==> src/rtl/step_position_tracker_if.sv <==
// Bundle of the step-tracker control/status signals between the move controller and the tracker.
// master drives step clock and move requests; slave is the tracker itself.
interface step_position_tracker_if #(
    parameter int POS_W = 32
);
    logic             step_clk;
    logic             start;
    logic             abort;
    logic [POS_W-1:0] target;

    logic             gen_en;
    logic [3:0]       phase;
    logic [POS_W-1:0] position;
    logic             busy;
    logic             done;
    logic [1:0]       dbg_state;

    // start is a single-cycle request accepted only while idle; done is a single-cycle
    // completion pulse; gen_en is a level that asks the generator for step_clk edges.
    modport master (
        output step_clk, start, abort, target,
        input  gen_en, phase, position, busy, done, dbg_state
    );

    modport slave (
        input  step_clk, start, abort, target,
        output gen_en, phase, position, busy, done, dbg_state
    );
endinterface

==> src/rtl/step_position_tracker.sv <==
// Counts step_clk rising edges into a signed position, sequences stepper coil phases and runs a move FSM.
// Define STEP_HALF_EN for the 8-entry half-step table; otherwise a 4-entry full-step two-coil table is used.
module step_position_tracker #(
    parameter int POS_W      = 32,
    parameter int SETTLE_CYC = 1000
) (
    input  logic                    clk,
    input  logic                    rst,
    step_position_tracker_if.slave  bus
);

`ifdef STEP_HALF_EN
    localparam int IDX_W = 3;
`else
    localparam int IDX_W = 2;
`endif

    localparam int CNT_W = (SETTLE_CYC > 1) ? $clog2(SETTLE_CYC) : 1;
    localparam logic [CNT_W-1:0] CNT_LAST = CNT_W'((SETTLE_CYC > 0) ? (SETTLE_CYC - 1) : 0);

    typedef enum logic [1:0] {
        S_IDLE   = 2'd0,
        S_RUN    = 2'd1,
        S_SETTLE = 2'd2,
        S_DONE   = 2'd3
    } state_t;

    state_t           state;
    state_t           state_nxt;
    logic             step_q;
    logic             step_edge;
    logic             take_step;
    logic             start_ok;
    logic             dir_up;
    logic             hit_tgt;
    logic [IDX_W-1:0] idx;
    logic [POS_W-1:0] position;
    logic [POS_W-1:0] pos_next;
    logic [POS_W-1:0] tgt;
    logic [CNT_W-1:0] settle_cnt;

    function automatic logic [3:0] phase_lut(input logic [IDX_W-1:0] i);
        logic [3:0] p;
        p = 4'b0000;
`ifdef STEP_HALF_EN
        case (i)
            3'd0: p = 4'b0001;
            3'd1: p = 4'b0011;
            3'd2: p = 4'b0010;
            3'd3: p = 4'b0110;
            3'd4: p = 4'b0100;
            3'd5: p = 4'b1100;
            3'd6: p = 4'b1000;
            3'd7: p = 4'b1001;
        endcase
`else
        case (i)
            2'd0: p = 4'b0011;
            2'd1: p = 4'b0110;
            2'd2: p = 4'b1100;
            2'd3: p = 4'b1001;
        endcase
`endif
        return p;
    endfunction

    // step_clk is launched on the opposite clock edge, so it is already stable here.
    assign step_edge = bus.step_clk & ~step_q;
    assign take_step = (state == S_RUN) && step_edge && !bus.abort;
    assign start_ok  = (state == S_IDLE) && bus.start && !bus.abort;
    assign pos_next  = dir_up ? (position + 1'b1) : (position - 1'b1);
    assign hit_tgt   = (pos_next == tgt);

    // State register
    always_ff @(posedge clk) begin
        if (rst) begin
            state <= S_IDLE;
        end else begin
            state <= state_nxt;
        end
    end

    // Next-state logic
    always_comb begin
        state_nxt = state;
        case (state)
            S_IDLE: begin
                if (start_ok) begin
                    state_nxt = (bus.target == position) ? S_DONE : S_RUN;
                end
            end
            S_RUN: begin
                if (bus.abort) begin
                    state_nxt = S_IDLE;
                end else if (take_step && hit_tgt) begin
                    state_nxt = S_SETTLE;
                end
            end
            S_SETTLE: begin
                if (bus.abort) begin
                    state_nxt = S_IDLE;
                end else if ((SETTLE_CYC == 0) || (settle_cnt == CNT_LAST)) begin
                    state_nxt = S_DONE;
                end
            end
            S_DONE: begin
                state_nxt = S_IDLE;
            end
            default: begin
                state_nxt = S_IDLE;
            end
        endcase
    end

    // Output decode
    always_comb begin
        bus.gen_en    = 1'b0;
        bus.busy      = 1'b0;
        bus.done      = 1'b0;
        bus.dbg_state = state;
        case (state)
            S_RUN: begin
                bus.gen_en = 1'b1;
                bus.busy   = 1'b1;
            end
            S_SETTLE: begin
                bus.busy = 1'b1;
            end
            S_DONE: begin
                bus.done = 1'b1;
            end
            default: begin
            end
        endcase
    end

    // Coils hold the pattern of the last index even when idle.
    always_comb begin
        bus.phase    = phase_lut(idx);
        bus.position = position;
    end

    // Odometry, target latch and step edge history
    always_ff @(posedge clk) begin
        if (rst) begin
            step_q   <= 1'b0;
            position <= '0;
            idx      <= '0;
            tgt      <= '0;
            dir_up   <= 1'b0;
        end else begin
            step_q <= bus.step_clk;
            if (start_ok) begin
                tgt    <= bus.target;
                dir_up <= ($signed(bus.target) > $signed(position));
            end
            if (take_step) begin
                position <= pos_next;
                idx      <= dir_up ? (idx + 1'b1) : (idx - 1'b1);
            end
        end
    end

    // Settle hold counter; restarts from zero on every entry to SETTLE.
    always_ff @(posedge clk) begin
        if (rst) begin
            settle_cnt <= '0;
        end else if (state == S_SETTLE) begin
            settle_cnt <= settle_cnt + 1'b1;
        end else begin
            settle_cnt <= '0;
        end
    end

endmodule
==> src/flat_wrapper.sv <==
// flat-port wrapper written by rule: the top's interface ports become plain ports
module step_position_tracker_flat 
#(
    parameter int POS_W      = 32,
    parameter int SETTLE_CYC = 1000
)
  (clk, rst, bus_step_clk, bus_start, bus_abort, bus_target, bus_gen_en, bus_phase, bus_position, bus_busy, bus_done, bus_dbg_state);
  step_position_tracker_if #(.POS_W(POS_W)) bus_i ();
  input  logic clk;
  input  logic rst;
  input wire logic [$bits(bus_i.step_clk)-1:0] bus_step_clk;
  input wire logic [$bits(bus_i.start)-1:0] bus_start;
  input wire logic [$bits(bus_i.abort)-1:0] bus_abort;
  input wire logic [$bits(bus_i.target)-1:0] bus_target;
  output wire logic [$bits(bus_i.gen_en)-1:0] bus_gen_en;
  output wire logic [$bits(bus_i.phase)-1:0] bus_phase;
  output wire logic [$bits(bus_i.position)-1:0] bus_position;
  output wire logic [$bits(bus_i.busy)-1:0] bus_busy;
  output wire logic [$bits(bus_i.done)-1:0] bus_done;
  output wire logic [$bits(bus_i.dbg_state)-1:0] bus_dbg_state;
  assign bus_i.step_clk = bus_step_clk;
  assign bus_i.start = bus_start;
  assign bus_i.abort = bus_abort;
  assign bus_i.target = bus_target;
  assign bus_gen_en = bus_i.gen_en;
  assign bus_phase = bus_i.phase;
  assign bus_position = bus_i.position;
  assign bus_busy = bus_i.busy;
  assign bus_done = bus_i.done;
  assign bus_dbg_state = bus_i.dbg_state;
  step_position_tracker #(.POS_W(POS_W), .SETTLE_CYC(SETTLE_CYC)) u_core (.clk(clk), .rst(rst), .bus(bus_i));
endmodule
==> config.mk <==
export PLATFORM = sky130hd
export DESIGN_NAME = step_position_tracker_flat
export DESIGN_NICKNAME = d
export VERILOG_FILES = /design/src/rtl/step_position_tracker_if.sv /design/src/rtl/step_position_tracker.sv /design/src/flat_wrapper.sv
export SDC_FILE = /design/constraint.sdc
export NUM_CORES = 1
export LEC_CHECK = 0
export BUFFER_PORTS_ARGS = -buffer_cell sky130_fd_sc_hd__buf_2
export CAP_MARGIN = 10
export CORE_MARGIN = 2
export CORE_UTILIZATION = 50
export CTS_BUF_LIST = sky130_fd_sc_hd__clkbuf_2
export CTS_CLUSTER_SIZE = 12
export DETAILED_ROUTE_END_ITERATION = 7
export HOLD_SLACK_MARGIN = 0.12
export PLACE_DENSITY_LB_ADDON = 0.08
export SLEW_MARGIN = 20
export SYNTH_ARGS = -nofsm -noshare
export SYNTH_HDL_FRONTEND = slang
export SYNTH_SLANG_ARGS = --single-unit
==> constraint.sdc <==
create_clock -name clk -period 4.6 [get_ports clk]
set_input_delay 0.92 -clock clk [delete_from_list [all_inputs] [get_ports clk]]
set_output_delay 0.92 -clock clk [all_outputs]
set_load 0.01 [all_outputs]
==> metrics.md, run 1 <==
| Metric | Value |
|---|---|
| Hold Violations, Final | 0 |
| RSZ-0062 raised after global routing | no |
| Unique masters post-synth | 70 |
| Clock Sink Count | 80 |
| WP data arrival | 4.95 ns |
| Setup TNS | 0 ns |
| CTS buffer count | 9 |
| Slew Limit Fails | 0 |
| CP max-delay cell | or4_1 |
| Via Count | 6,080 |
| Metal2 WL | 8.42 mm |
| Global-route usage over all layers | 27.7% |
| DRC viols | 0 |
| Share of layout cells above drive strength 1 | 14.4% |
| Leakage power total | 2.97 nW |
| Syn Area/Cell | 7.61 um2 |
| Largest family of logic cells by synthesized area | compound AO/OA/AOI/OAI gates |
| Syn Nets | 950 |
| Die Wd | 117 um |
| VDD IR-drop max | 0.298 mV |
| Commonest non-fill, non-tap cell in the layout | nand2_1 |
| Clock skew | approximately 0.023 ns |
| Drt wl/cell | 17.1 um |
| Final ANT Viol Nets | 0 |
| Tmin final | 4.39 ns |
| Largest net degree at the start of global routing | 39 |
| GP Congestion | 0.897 |
| FFs w/ async S/R, synth | 0% |
| Overflow after GRT | 0 |
| Met3 wire len | between 700 and 800 um |
| Main synth FF type | dfxtp_1 |
| # rows | 41 |
| Clk_lat worst skew | 0.63 ns |
| Final design utilization | a little under three fifths |
| Most frequent cells in the layout | 145 x nand2_1, 109 x a21oi_1, 80 x dfxtp_1, 77 x buf_2, 72 x ha_1 |
| Port Buf Inserts | 77 |
| Total core area | 12,600 um2 |
| Met1 WL | slightly below 9 mm |
| Cell Pwr Density | 543 nW/um2 |
| Mux cell area share after synthesis | 0% |
| Clock tree buffer depth | 2 |
| Fmax | 228 MHz |
| Total die area | between 10,000 and 15,000 um2 |
| Synth Register Bits | 80 |
| Reg clk slew, reported paths | 0.25 ns |
| Total wire length | 18.3 mm |
| Critical path, cell by cell | clkinvlp_4, buf_12, ha_1, a21oi_4, o211ai_4, a221o_2, a31oi_1, xnor3_1, nand2b_1, or4_1, nor4_2, nand4_1, o211a_1, a211oi_1 |
| Cts hold-fix bufs | 0 |
| Post-Synth Simple-Gate Area | 21.2% |
| Post-Synth Adder-Cell Area | between 10% and 20% |
| Final hold slack | 0.486 ns |
| Area growth, synth to finish | 10.5% |
| Number of synthesized flops with an enable pin | 0 |
| CP Class | flop to flop |
| Min-Delay Path Class | flop to flop |
| CTS root buffer | clkbuf_2 |
| 1st-pass router iterations | 4 |
| DPL Wire Length | approximately 14 mm |
| Ant diodes | 0 |
| Initial antenna violation count | 0 |
| Ys Warns | 0 |
| Compound-Gate Fraction of Synth Area | a little under a quarter |
| Max incr delay on CP | 0.51 ns |
| Drt first-iter violations | 326 |
| Seq/Total Area, Yosys | 25.0% |
| Synth area leader | dfxtp_1 |
| Worst-path fanout max | 7 |
| Nets | 1,007 |
| Worst slew margin | 41.2% |
| Startpoint Class | flop |
| Synth top area cells | dfxtp_1 25%, ha_1 14%, a21oi_1 8.5% |
| Setup violators final | 0 |
| Worst Tran Pin Value | 0.881 ns |
| Number of max-cap violations | 0 |
| Vias/cell | 5.66 |
| Post-Syn Instances | 840 |
| Status | finished, final reports clean |
| Total Power | 3.84 mW |
| IO Count | 78 |
| Post-synthesis cell area | 6390 um2 |
| WP data required | 5.16 ns |
| Synth Area in XOR/XNOR | 10.2% |
| H-Tree Depth | 3 |
| Nature of the critical path endpoint | flop |
| Synth top area share | around 25% |
| Fin crit share | 95.5% |
| Die height | between 100 and 150 um |
| Highest metal used | met4 |
| CTS tree | done |
| Initial Utilization | 50.9% |
| WP buf/inv | 2 |
| Global-route wire length before repair | about 29 mm |
| Family with the most delay on the worst path | compound AO/OA/AOI/OAI gates |
| Vias in the first global route | between 5,000 and 6,000 |
## synthesized netlist by cell type (13+ instances only)
master,number
ha_1,72
clkbuf_1,38
o21ai_0,25
nand2_1,145
dfxtp_1,80
xnor2_1,44
nand4_1,19
a21oi_1,109
inv_1,52
a211oi_1,13
nand3_1,13
xor2_1,20
a21o_1,18
nor2_1,50
## worst paths after layout
check / startpoint / depth (start not counted) / slack (ns) / end
max: u_core.dir_up / 14 / 0.21 / u_core.bus.dbg_state[1]
min: u_core.tgt[28] / 2 / 0.49 / u_core.tgt[28]
max reg2reg: u_core.dir_up / 14 / 0.21 / u_core.bus.dbg_state[1]
min reg2reg: u_core.tgt[28] / 2 / 0.49 / u_core.tgt[28]
## timing repair
action | 4_1_cts | 5_1_grt
gates resized for setup | 0 | 3
setup buffers | 0 | 3
setup endpoints to repair | 0 | 2
## flip-flops by register name (all words and copies together), names as in the netlist
register / count
u_core.bus.position: 32
u_core.dir_up: 1
u_core.bus.dbg_state: 2
u_core.tgt: 32
u_core.step_q: 1
u_core.settle_cnt: 10
u_core.idx: 2
## where the power goes
part           internal, mW  total (mW)  leakage [nW]  switching [mW]
clock network         0.130       0.423        0.0656           0.292
registers             0.776       0.866         0.649          0.0900
logic                  1.03        2.55          2.26            1.52
total                  1.94        3.84          2.97            1.90
## tightest hold or removal path: stages, from the launching register on
cell and delay [ns]:
dfxtp_1 0.37, nand2_1 0.05, a21oi_1 0.05
## metrics by stage
step	setup WS (ns)	area, um2	instances
after floorplan	0.540	6390	840
after global placement	0.448	6890	1055
after detailed placement	0.283	6890	1055
after CTS	0.226	7020	1071
after global routing	0.00952	7070	1074
final	0.209	7070	1074
## area by class of cell
cell class              instances  area, um2
fillers                      1244       5500
multi-input cells             665       4440
flip-flops and latches         80       1600
repair buffers                 89        488
well taps                     172        215
inverters                      52        199
clock inverters                 7       78.8
clock buffers                   9       45.0
## metal layers
metal  track usage (%)  up-vias
met5                 0        -
met4              10.6        0
met3              4.27       26
met2              44.6      127
met1              37.6     2877
li1                  -     3050
## cells by family after synthesis
family	Yosys count
simple gates	294
compound gates	230
buf+inv	95
flops	80
fa+ha+maj	73
xor+xnor	68
No activity file was read; power rests on OpenSTA's default activity.
==> run 2, diff against run 1 <==
--- a/config.mk
+++ b/config.mk
@@ -7,8 +7,10 @@
 export LEC_CHECK = 0
 export BUFFER_PORTS_ARGS = -buffer_cell sky130_fd_sc_hd__buf_2
 export CAP_MARGIN = 10
+export CELL_PAD_IN_SITES_DETAIL_PLACEMENT = 1
+export CELL_PAD_IN_SITES_GLOBAL_PLACEMENT = 1
 export CORE_MARGIN = 2
-export CORE_UTILIZATION = 50
+export CORE_UTILIZATION = 45
 export CTS_BUF_LIST = sky130_fd_sc_hd__clkbuf_2
 export CTS_CLUSTER_SIZE = 12
 export DETAILED_ROUTE_END_ITERATION = 7
==> run 2 against run 1 <==
  * Routed wire length increased by 11%
  * Non-clock buffer count decreased by 3
  * Die area increased by 11%
  * First-iteration DRC count decreased by 5.5%
  * Cell count increased by 0.65%
  * Critical path type unchanged
==> metrics.md, run 2 (same netlist as run 1, synthesis figures left out) <==
| Metric | Value |
|---|---|
| Critical path, cell by cell | clkinvlp_4, buf_12, ha_1, a21oi_4, o211ai_4, a221o_2, a31oi_1, xnor3_1, nand2b_1, or4_1, nor4_2, nand4_1, o211a_1, a211oi_1 |
| Setup violators final | 0 (unchanged) |
| Global-route wire length before repair | 32.9 mm (+13%) |
| Most frequent cells in the layout | 145 x nand2_1, 108 x a21oi_1, 80 x dfxtp_1, 77 x buf_2, 72 x ha_1 |
| Vias in the first global route | 6,476 (+15%) |
| Hold Violations, Final | 0 (unchanged) |
| Min-Delay Path Class | flop to flop |
| Number of max-cap violations | 0 (unchanged) |
| Nets | 1,004 (-0.30%) |
| 1st-pass router iterations | 4 (unchanged) |
| Initial Utilization | 46.1% (-4.8 points) |
| Cts hold-fix bufs | 0 (unchanged) |
| Area growth, synth to finish | 11.5% |
| Slew Limit Fails | 0 (unchanged) |
| VDD IR-drop max | 0.292 mV (-2.1%) |
| IO Count | 78 (unchanged) |
| Largest net degree at the start of global routing | 39 (unchanged) |
| CP max-delay cell | or4_1 |
| CTS buffer count | 9 (unchanged) |
| CTS tree | done |
| Setup TNS | 0 ns (unchanged) |
| WP data arrival | 4.92 ns (-0.03 ns) |
| Total Power | 4.03 mW (+4.9%) |
| DRC viols | 0 (unchanged) |
| # rows | 43 (+4.9%) |
| GP Congestion | 0.945 (+5.4%) |
| Final worst slack | 0.232 ns (+0.0233 ns) |
| Commonest non-fill, non-tap cell in the layout | nand2_1 |
| Reg clk slew, reported paths | 0.24 ns (about the same) |
| Port Buf Inserts | 77 (unchanged) |
| Clk_lat worst skew | 0.64 ns (about the same) |
| Final hold slack | 0.485 ns (-0.00152 ns) |
| Pre-CTS setup slack | 0.0542 ns (-0.229 ns) |
| Top flop regs | u_core.bus.position x32, u_core.tgt x32, u_core.settle_cnt x10 |
| DPL Wire Length | 15.8 mm (+13%) |
| Via Count | 6,297 (+3.6%) |
| Leakage power total | 2.99 nW (+0.74%) |
| Clock Sink Count | 80 (unchanged) |
| Startpoint Class | flop |
| Total wire length | 20.4 mm (+11%) |
| Total core area | 13,900 um2 (+10%) |
| Status | finished, final reports clean |
| Tmin final | 4.37 ns (-0.0233 ns) |
| # fillers | 1,772 (+42%) |
| Share of layout cells above drive strength 1 | 14.3% (-0.063 points) |
| Multi-input logic area | 4450 um2 (+0.25%) |
| Total die area | 15,200 um2 (+11%) |
| Drt first-iter violations | 308 (-5.5%) |
| Max incr delay on CP | 0.54 ns (+0.03 ns) |
| Fmax | 229 MHz (+0.53%) |
| Area of all sequential standard cells | 1600 um2 (unchanged) |
| Overflow after GRT | 0 (unchanged) |
| Fin crit share | 95.0% (-0.51 points) |
| Die height | 123 um (+5.2%) |
| Worst-path fanout max | 13 (+6) |
| Initial antenna violation count | 2 (+2) |
| Global-route usage over all layers | 27.8% (+0.049 points) |
| Worst Tran Pin Value | 0.870 ns (-0.0113 ns) |
| H-Tree Depth | 3 (unchanged) |
| Final ANT Viol Nets | 0 (unchanged) |
| Nature of the critical path endpoint | flop |
| Cell Pwr Density | 565 nW/um2 (+4.0%) |
| CP Class | flop to flop |
| Worst slew margin | 42.0% (+0.76 points) |
| Die Wd | 123 um (+5.2%) |
| WP data required | 5.15 ns (about the same) |
| Clock skew | 0.0212 ns (-0.00151 ns) |
| Clock tree buffer depth | 2 (unchanged) |
| CTS root buffer | clkbuf_2 |
| Vias/cell | 5.83 (+2.9%) |
| R2r setup slk | 0.23 ns (+0.02 ns) |
| Drt wl/cell | 18.9 um (+11%) |
[run 2: worst paths after layout]
| kind | start | endpoint | cells after the start |
|---|---|---|---|
| worst min register to register | u_core.tgt[24] | u_core.tgt[24] | 2 |
| worst max register to register | u_core.dir_up | u_core.bus.dbg_state[1] | 14 |
| worst max-delay path | u_core.dir_up | u_core.bus.dbg_state[1] | 14 |
| worst min-delay path | u_core.tgt[24] | u_core.tgt[24] | 2 |
[run 2: layer usage]
layer  global-route usage (%)  up-vias  part of all wire (%)
li1                         -     3049                     -
met1                     34.7     3041                    45
met5                        0        -                     0
met2                     46.8      158                    48
met3                     5.40       49                   4.6
met4                     11.3        0                   2.9
[run 2: power breakdown]
group	internal, mW	switching [mW]
registers	0.776	0.0934
logic	1.03	1.59
clock network	0.242	0.295
[run 2: layout make-up]
type / instances / share of cell area, %
Multi-Input combinational cell: 665 / 62.4
Sequential cell: 80 / 22.5
Timing Repair Buffer: 86 / 6.70
Tap cell: 180 / 3.16
Inverter: 52 / 2.79
Clock inverter: 7 / 1.77
Clock buffer: 9 / 0.632
Antenna cell: 2 / 0.0702
[run 2: repair_timing]
item | CTS | global route
setup endpoints to repair | 0 | 2
gates resized for setup | 0 | 6
buffers inserted | 0 | 2
[run 2: through the flow]
step | instance area [um2] | utilization, % | instances
after floorplan | 6390 | - | 840
after global placement | 6890 | 49.6 | 1061
after detailed placement | 6890 | 49.6 | 1061
after CTS | 7060 | 50.9 | 1077
after global routing | 7130 | 51.4 | 1081
final | 7130 | 51.4 | 1081
[run 2: worst max-delay path, delay by kind of cell, from the launching register on]
family | cells | cell delay (ns)
AOI/OAI and AO/OA | 6 | 1.68
and+or+nand+nor | 4 | 1.12
DFF | 1 | 0.50
adders and majority gates | 1 | 0.40
buffers and inverters | 2 | 0.31
xor gates and xnor gates | 1 | 0.26
